--- config.mk ---
export PLATFORM = sky130hd
export DESIGN_NAME = switch_port_sink
export DESIGN_NICKNAME = d
export VERILOG_FILES = /design/src/rtl/switch_port_sink.sv
export SDC_FILE = /design/constraint.sdc
export NUM_CORES = 1
export LEC_CHECK = 0
export BUFFER_PORTS_ARGS = -buffer_cell sky130_fd_sc_hd__buf_2
export CAP_MARGIN = 15
export CORE_ASPECT_RATIO = 0.6
export CORE_UTILIZATION = 36
export DETAILED_ROUTE_END_ITERATION = 10
export GPL_TIMING_DRIVEN = 1
export SLEW_MARGIN = 10
export SYNTH_ARGS = -nofsm -noshare
export SYNTH_HDL_FRONTEND = slang
export SYNTH_SLANG_ARGS = --single-unit
--- constraint.sdc ---
create_clock -name clk -period 5.1 [get_ports clk]
set_clock_uncertainty 0.05 [all_clocks]
set_input_delay 0.51 -clock clk [delete_from_list [all_inputs] [get_ports clk]]
set_output_delay 0.51 -clock clk [all_outputs]
set_load 0.05 [all_outputs]
--- src/rtl/switch_port_sink.sv ---
// rtl/switch_port_sink.sv - link-side receiver for one switch output port: per-VC FIFOs, RR output, credit return
package switch_port_sink_pkg;
    localparam int FLIT_VC_W      = 2;
    localparam int FLIT_PAYLOAD_W = 32;

    typedef struct packed {
        logic [FLIT_VC_W-1:0]      vc;
        logic [FLIT_PAYLOAD_W-1:0] payload;
    } flit_t;
endpackage

module switch_port_sink
    import switch_port_sink_pkg::*;
#(
    parameter  int NUM_VCS = 2,
    parameter  int DEPTH   = 8,
    localparam int VCW     = (NUM_VCS > 1) ? $clog2(NUM_VCS) : 1,
    localparam int PTR_W   = (DEPTH > 1) ? $clog2(DEPTH) : 1,
    localparam int CNT_W   = $clog2(DEPTH + 1)
) (
    input  logic               clk,
    input  logic               n_rst,
    input  flit_t              in_flit,
    input  logic               data_ready_in,
    output logic               packet_sent,
    output logic [NUM_VCS-1:0] credit_granted,
    output flit_t              rx_flit,
    output logic [VCW-1:0]     rx_vc,
    output logic               rx_valid,
    input  logic               rx_ready,
    output logic               overflow
);

    flit_t              mem_q    [NUM_VCS][DEPTH];
    logic [PTR_W-1:0]   wr_ptr_q [NUM_VCS];
    logic [PTR_W-1:0]   wr_ptr_d [NUM_VCS];
    logic [PTR_W-1:0]   rd_ptr_q [NUM_VCS];
    logic [PTR_W-1:0]   rd_ptr_d [NUM_VCS];
    logic [CNT_W-1:0]   count_q  [NUM_VCS];
    logic [CNT_W-1:0]   count_d  [NUM_VCS];
    logic [VCW-1:0]     rr_q, rr_d;
    logic               rx_valid_q, rx_valid_d;
    flit_t              rx_flit_q, rx_flit_d;
    logic [VCW-1:0]     rx_vc_q, rx_vc_d;
    logic               packet_sent_q;
    logic [NUM_VCS-1:0] credit_q, credit_d;
    logic               overflow_q, overflow_d;

    logic               pop;
    logic               push_ok;
    logic               vc_in_range;
    logic [VCW-1:0]     push_vc;
    logic               sel_found;
    logic [VCW-1:0]     sel_vc;
    logic [VCW-1:0]     cand;

    function automatic logic [PTR_W-1:0] ptr_inc(input logic [PTR_W-1:0] p);
        return (p == PTR_W'(DEPTH - 1)) ? '0 : p + 1'b1;
    endfunction

    always_comb begin
        pop         = rx_valid_q & rx_ready;
        vc_in_range = 32'(in_flit.vc) < NUM_VCS;
        push_vc     = in_flit.vc[VCW-1:0];
        push_ok     = 1'b0;
        overflow_d  = overflow_q;
        wr_ptr_d    = wr_ptr_q;
        rd_ptr_d    = rd_ptr_q;
        count_d     = count_q;
        credit_d    = '0;

        // A full VC still takes the flit when its head leaves in the same cycle.
        if (data_ready_in) begin
            if (!vc_in_range) begin
                overflow_d = 1'b1;
            end else if (count_q[push_vc] < CNT_W'(DEPTH) || (pop && rx_vc_q == push_vc)) begin
                push_ok = 1'b1;
            end else begin
                overflow_d = 1'b1;
            end
        end

        for (int v = 0; v < NUM_VCS; v++) begin
            if (pop && rx_vc_q == VCW'(v)) begin
                credit_d[v] = 1'b1;
                rd_ptr_d[v] = ptr_inc(rd_ptr_q[v]);
            end
            if (push_ok && push_vc == VCW'(v)) begin
                wr_ptr_d[v] = ptr_inc(wr_ptr_q[v]);
            end
            if (credit_d[v] && !(push_ok && push_vc == VCW'(v))) begin
                count_d[v] = count_q[v] - 1'b1;
            end else if (!credit_d[v] && push_ok && push_vc == VCW'(v)) begin
                count_d[v] = count_q[v] + 1'b1;
            end
        end

        rr_d = rr_q;
        if (pop) begin
            rr_d = (rx_vc_q == VCW'(NUM_VCS - 1)) ? '0 : rx_vc_q + 1'b1;
        end

        sel_found = 1'b0;
        sel_vc    = '0;
        cand      = '0;
        for (int k = 0; k < NUM_VCS; k++) begin
            cand = VCW'((int'(rr_d) + k) % NUM_VCS);
            if (!sel_found && count_d[cand] != '0) begin
                sel_found = 1'b1;
                sel_vc    = cand;
            end
        end

        rx_valid_d = rx_valid_q;
        rx_flit_d  = rx_flit_q;
        rx_vc_d    = rx_vc_q;
        // Output register only reloads when it is not stalled on the consumer.
        if (!(rx_valid_q && !rx_ready)) begin
            rx_valid_d = sel_found;
            if (sel_found) begin
                rx_vc_d = sel_vc;
                if (push_ok && push_vc == sel_vc && count_d[sel_vc] == CNT_W'(1)) begin
                    rx_flit_d = in_flit;
                end else begin
                    rx_flit_d = mem_q[sel_vc][rd_ptr_d[sel_vc]];
                end
            end
        end
    end

    always_ff @(posedge clk) begin
        if (n_rst) begin
            for (int v = 0; v < NUM_VCS; v++) begin
                wr_ptr_q[v] <= '0;
                rd_ptr_q[v] <= '0;
                count_q[v]  <= '0;
            end
            rr_q          <= '0;
            rx_valid_q    <= 1'b0;
            rx_flit_q     <= '0;
            rx_vc_q       <= '0;
            packet_sent_q <= 1'b0;
            credit_q      <= '0;
            overflow_q    <= 1'b0;
        end else begin
            wr_ptr_q      <= wr_ptr_d;
            rd_ptr_q      <= rd_ptr_d;
            count_q       <= count_d;
            rr_q          <= rr_d;
            rx_valid_q    <= rx_valid_d;
            rx_flit_q     <= rx_flit_d;
            rx_vc_q       <= rx_vc_d;
            packet_sent_q <= data_ready_in;
            credit_q      <= credit_d;
            overflow_q    <= overflow_d;
        end
    end

    always_ff @(posedge clk) begin
        if (!n_rst && push_ok) begin
            mem_q[push_vc][wr_ptr_q[push_vc]] <= in_flit;
        end
    end

    assign packet_sent    = packet_sent_q;
    assign credit_granted = credit_q;
    assign rx_flit        = rx_flit_q;
    assign rx_vc          = rx_vc_q;
    assign rx_valid       = rx_valid_q;
    assign overflow       = overflow_q;

endmodule

==> flow_metrics.py, run 1 <==
metrics = {
    "run_status": {
        "status": "complete, no violations",
    },
    "timing": {
        "post-route-min-period_ps": 4230,
        "rsz0062_at_grt": "no",
        "setup_slack_ps": 869.5,
        "fmax_mhz": 236.4,
        "max-slew-margin-rel": 0.2129,
        "finalHoldViolations": 0,
        "drv_slew": 0,
        "fin_hold_ws_ps": 250.9,
        "setup_viol": 0,
        "worst_pin_slew_ps": 1176,
        "period_share": 0.8295,
        "final.setup.tns_ps": 0,
    },
    "die": {
        "rows": 73,
        "pin_count": 78,
        "start_util": 0.3685,
        "coreArea_um2": 66950,
        "dieArea_um2": 69620,
        "die_h_um": 204.8,
        "dieWidth_um": 340.0,
    },
    "grt": {
        "grt_pass1_vias": 15010,
        "grt_overflow": 0,
        "grt_util_all_layers": 0.1995,
        "grt_pass1_wl_um": 102700,
        "grt_max_degree": 58,
        "antenna_found_initial": 2,
    },
    "critical_path": {
        "worstSetupStartpointType": "flip-flop",
        "cp.required_ps": 5560,
        "crit_path_top_delay_cell": "a21o_2",
        "worstSetupPathType": "reg2reg",
        "cp_top_family": "compound AO/OA/AOI/OAI gates",
        "cp_max_fo": 33,
        "worst_setup_path_end_kind": "flip-flop",
        "crit_chain": "nand3b_1 > o21ai_0 > nand4_1 > o41a_1 > buf_4 > o21ai_1 > a21o_2 > buf_4 > nor3_1 > nor4_2",
        "cpMostUsedCell": "buf_4",
        "cp.arrival_ps": 4690,
        "crit_buf_inv": 2,
        "slowest_delay_ps": 820,
    },
    "synth": {
        "synth_async_sr_flop_share": 0,
        "synth-seq-cells": 605,
        "synth-main-ff-cell": "edfxtp_1",
        "synthesis.nets": 1794,
        "synth_area_um2": 24670,
        "yosysSeqAreaShare": 0.7116,
        "avgSynthCellArea_um2": 14.15,
        "synth.distinct_cells": 69,
        "syn_inst": 1744,
        "synth-edff-count": 544,
        "synth_warnings": 0,
    },
    "placement": {
        "gp_congestion": 0.8843,
        "numPortBuffers": 77,
        "dp_hpwl_um": 42070,
        "pre_cts_ws_ps": 830.2,
    },
    "hold_path": {
        "min_path_type": "in2reg",
    },
    "pwr": {
        "internal_power_w": 0.009132,
        "seqPwrFrac": 0.411,
        "combPwrFrac": 0.287,
        "swShare": 0.3448,
        "power_w": 0.01394,
        "p_leak_nw": 9.596,
        "power_per_cell_area_nw_per_um2": 492.0,
        "peakVddDrop_mv": 0.4052,
        "clkPwrFrac": 0.302,
        "netSwitchingPower_w": 0.004805,
    },
    "cts": {
        "cts.sink_count": 605,
        "hold_buffers": 0,
        "cts_resized": 0,
        "clock_path_buffers": 3,
        "cts.root.buffer_cell": "clkbuf_16",
        "clk_pin_slew_worst_paths_ps": 70,
        "cts_buffers": 55,
        "cts_tree": "yes",
        "cts_setup_buffers": 0,
        "htree_num_levels": 2,
        "insertion_delay_ps": 600,
    },
    "cells_and_area": {
        "nets": 1886,
        "area_growth_syn_to_layout_pct": 14.83,
        "drive_above_1_share": 0.1623,
    },
    "job": {
        "drv_cap": 0,
    },
    "route": {
        "ant_nets": 0,
        "post_drt_wl_per_cell_um": 25.14,
        "drt_pass1_iterations": 9,
        "vias": 15830,
        "viasPerCell": 5.694,
        "drt_iter0_drc": 2028,
        "totalWireLength_um": 69900,
        "drcViolationCount": 0,
    },
}
## Yosys cell counts (24+ instances only)
cell / count / share of area
buf_2: 28 / 0.0057
inv_1: 40 / 0.0061
clkbuf_1: 67 / 0.010
nand2_1: 249 / 0.038
o21ai_0: 24 / 0.0049
dfxtp_1: 61 / 0.049
nand3_1: 40 / 0.0081
o22ai_1: 30 / 0.0076
a222oi_1: 26 / 0.011
edfxtp_1: 544 / 0.66
nor3_1: 45 / 0.0091
mux2i_1: 126 / 0.051
nor2_1: 81 / 0.012
a21oi_1: 77 / 0.016
nor4_1: 33 / 0.0084
## logic make-up after synthesis
family	share of synthesized area
xor+xnor	0.001420
mux	0.07394
compound gates	0.08252
flops	0.7116
fa+ha+maj	0.006086
simple gates	0.09971
buf+inv	0.02470
## worst reg2reg max path, cell delays in order, from the launching register on
cell      delay [ps]
dfxtp_1          380
nand3b_1         570
o21ai_0          410
nand4_1          260
o41a_1           520
buf_4            190
o21ai_1          260
a21o_2           820
buf_4            350
nor3_1            90
nor4_2           240
## per-layer routing
layer | global-route usage | part of all wire
met3 | 0.04501 | 0.10
met1 | 0.3141 | 0.47
met2 | 0.2776 | 0.41
met5 | 0 | 0
met4 | 0.03781 | 0.019
## power groups by stage
stage,clock network (W),registers (W),logic (W)
2_1_floorplan,0,0.00613,0.00222
3_3_place_gp,0,0.00582,0.00386
3_5_place_dp,0,0.00582,0.00393
4_1_cts,0.00428,0.00572,0.00395
5_1_grt,0.00447,0.00573,0.00424
6_report,0.00421,0.00572,0.00400
## cell type report
type | count | area, µm²
Tap cell | 900 | 1126
Timing Repair Buffer | 147 | 973.4
Clock inverter | 26 | 285.3
Inverter | 40 | 150.1
Fill cell | 5980 | 38620
Multi-Input combinational cell | 987 | 6729
Clock buffer | 74 | 1508
Antenna cell | 1 | 2.502
Sequential cell | 605 | 17560
## metrics by stage
stage                     instances  cell area, µm²    util
after global placement         2679           26540  0.3963
after CTS                      2779           28330  0.4231
after floorplan                1744           24670       -
after detailed placement       2679           26540  0.3963
after global routing           2780           28330  0.4232
final                          2780           28330  0.4232
## final timing paths
check / startpoint / endpoint / slack [ps] / depth (start not counted)
worst min register to register: overflow / overflow / 430 / 2
worst min-delay path: in_flit[26] / mem_q[0][196] / 250 / 1
worst max register to register: rx_vc / rx_flit[23] / 870 / 10
worst max-delay path: rx_vc / rx_flit[23] / 870 / 10
## layout by cell type (no fill, tap or decap), types with 15 or more instances in the layout
cell type,count
nand3_1,40
dfxtp_1,61
buf_4,65
edfxtp_1,544
nand2_1,248
a222oi_1,26
a21oi_1,77
a31oi_1,22
clkbuf_16,55
mux2i_1,120
nor3_1,41
o211ai_1,15
o22ai_1,30
nor4_1,32
inv_1,40
o21ai_0,23
nor2_1,67
buf_2,77
and3_1,23
mux4_2,17
## registers in the layout, summed over array words and instances (netlist names)
signal,cells
count_q,8
credit_granted,2
mem_q,544
overflow,1
packet_sent,1
rd_ptr_q,6
rr_q,1
rx_flit,34
rx_valid,1
rx_vc,1
wr_ptr_q,6
(Power assumes the default switching activity.)
==> run 2, diff against run 1 <==
==> constraint.sdc (replaced) <==
create_clock -name clk -period 3.73 [get_ports clk]
set_clock_uncertainty 0.05 [all_clocks]
set_input_delay 0.373 -clock clk [delete_from_list [all_inputs] [get_ports clk]]
set_output_delay 0.373 -clock clk [all_outputs]
set_load 0.05 [all_outputs]
==> flow_metrics.py, run 2 (same netlist as run 1, synthesis figures left out) <==
metrics = {
    "pwr": {
        "combPwrFrac": 0.309,
        "netSwitchingPower_w": 0.006667,
        "power_per_cell_area_nw_per_um2": 661.5,
        "seqPwrFrac": 0.412,
        "p_leak_nw": 9.747,
        "internal_power_w": 0.01231,
        "peakVddDrop_mv": 0.5090,
        "power_w": 0.01898,
        "clkPwrFrac": 0.279,
        "swShare": 0.3513,
    },
    "timing": {
        "fmax_mhz": 286.7,
        "setup_viol": 0,
        "rsz0062_at_grt": "no",
        "fin_hold_ws_ps": 65.48,
        "worst_pin_slew_ps": 1026,
        "drv_slew": 0,
        "max-slew-margin-rel": 0.3158,
        "setup_slack_ps": 241.9,
        "post-route-min-period_ps": 3488,
        "period_share": 0.9351,
        "finalHoldViolations": 0,
    },
    "cells_and_area": {
        "layout_commonest_cell": "edfxtp_1",
        "drive_above_1_share": 0.1755,
        "stdcell_count": 2816,
        "fill_cells": 6045,
        "area_growth_syn_to_layout_pct": 16.28,
        "nets": 1919,
        "largest_reg_flops": 544,
        "final_cell_mix": "edfxtp_1 (544), nand2_1 (248), mux2i_1 (120)",
        "final_core_util": 0.4285,
    },
    "cts": {
        "cts.sink_count": 605,
        "cts_tree": "yes",
        "hold_buffers": 0,
        "htree_num_levels": 2,
        "cts_buffers": 53,
        "cts_setup_buffers": 0,
        "insertion_delay_ps": 610,
        "cts_resized": 0,
        "clock_path_buffers": 3,
        "clk_pin_slew_worst_paths_ps": 70,
        "cts.root.buffer_cell": "clkbuf_16",
    },
    "route": {
        "drcViolationCount": 0,
        "viasPerCell": 5.759,
        "drt_iter0_drc": 2004,
        "ant_nets": 0,
        "vias": 16220,
        "totalWireLength_um": 72730,
        "post_drt_wl_per_cell_um": 25.83,
        "drt_pass1_iterations": 9,
    },
    "placement": {
        "pre_cts_ws_ps": 195.5,
        "post-place-cells": 2714,
        "dp_hpwl_um": 44400,
        "gp_congestion": 0.8692,
        "numPortBuffers": 77,
    },
    "critical_path": {
        "cp_top_family": "simple AND/OR/NAND/NOR gates",
        "slowest_delay_ps": 700,
        "worst_setup_path_end_kind": "flip-flop",
        "crit_path_top_delay_cell": "or4_1",
        "cp_max_fo": 12,
        "r2r-end": "rx_flit[11]",
        "ff2ff_setup_slack_ps": 240,
        "crit_buf_inv": 2,
        "crit_chain": "nand3_1 > o21ai_0 > nand3_1 > or4_1 > buf_4 > nand2_2 > buf_4 > a222oi_1 > nor4_1 > nor4_2",
        "reg2regPathDepth": 10,
        "reg2reg_from": "rx_vc",
        "cp.arrival_ps": 3880,
        "worstSetupPathType": "reg2reg",
        "cp.required_ps": 4120,
        "worstSetupStartpointType": "flip-flop",
    },
    "hold_path": {
        "min_path_type": "in2reg",
        "min_from": "data_ready_in",
        "whs_endpoint": "overflow",
        "hold-path-cell-count": 3,
    },
    "die": {
        "dieWidth_um": 340.0,
        "rows": 73,
        "start_util": 0.3685,
        "coreArea_um2": 66950,
        "dieArea_um2": 69620,
        "die_h_um": 204.8,
        "pin_count": 78,
    },
    "grt": {
        "grt_overflow": 0,
        "grt_util_all_layers": 0.2066,
        "grt_max_degree": 66,
        "grt_pass1_vias": 15480,
        "antenna_found_initial": 2,
        "grt_pass1_wl_um": 105500,
    },
    "run_status": {
        "status": "complete, no violations",
    },
    "job": {
        "drv_cap": 0,
    },
}
-- run 2: cell count changes in the layout (fill, tap and decap cells not counted), sizes merged --
cell | before | now
buf | 147 | 182
bufinv | 6 | 1
clkinv | 16 | 19
clkbuf | 74 | 75
clkinvlp | 2 | 3
diode | 1 | 2
-- run 2: routing by layer --
metal,vias to the layer above,routed length (µm),global-route usage
li1,7018,-,-
met1,8203,32970,0.3213
met2,905,29260,0.2798
met3,92,9324,0.06115
met4,0,1177,0.04215
met5,-,0,0
-- run 2: metrics by stage --
step,TNS [ps],area [µm²]
6_report,0,28690
5_1_grt,0,28680
4_1_cts,0,28680
3_5_place_dp,0,27060
3_3_place_gp,0,27060
2_1_floorplan,-90790,24690
-- run 2: how the worst max path moves through the flow --
stage,to,startpoint,cells after the start,slack (ps)
2_1_floorplan,mem_q[1][100],rx_valid,7,-200
3_3_place_gp,rx_flit[12],rx_ready,12,340
3_5_place_dp,rx_flit[29],in_flit[32],10,200
4_1_cts,rx_flit[29],count_q[4],9,360
5_1_grt,rx_flit[11],rx_vc,11,60
6_report,rx_flit[11],rx_vc,10,240
-- run 2: final cells by class --
type / instances / area [µm²] / area share
inverters: 40 / 150.1 / 0.005234
clock inverters: 25 / 156.4 / 0.005452
clock buffers: 75 / 1471 / 0.05129
well taps: 900 / 1126 / 0.03925
diodes: 2 / 5.005 / 0.0001745
repair buffers: 182 / 1474 / 0.05138
flip-flops and latches: 605 / 17560 / 0.6120
multi-input cells: 987 / 6749 / 0.2352
-- run 2: power by group through the flow --
stage / Combinational, W / Sequential [W] / Clock, W
2_1_floorplan: 0.00303 / 0.00838 / 0
3_3_place_gp: 0.00561 / 0.00796 / 0
3_5_place_dp: 0.00573 / 0.00797 / 0
4_1_cts: 0.00574 / 0.00782 / 0.00540
5_1_grt: 0.00616 / 0.00784 / 0.00566
6_report: 0.00586 / 0.00782 / 0.00530
-- run 2: tightest hold or removal path: stages --
cell and delay (ps):
buf_2 160, a21oi_1 80, nor2_1 80
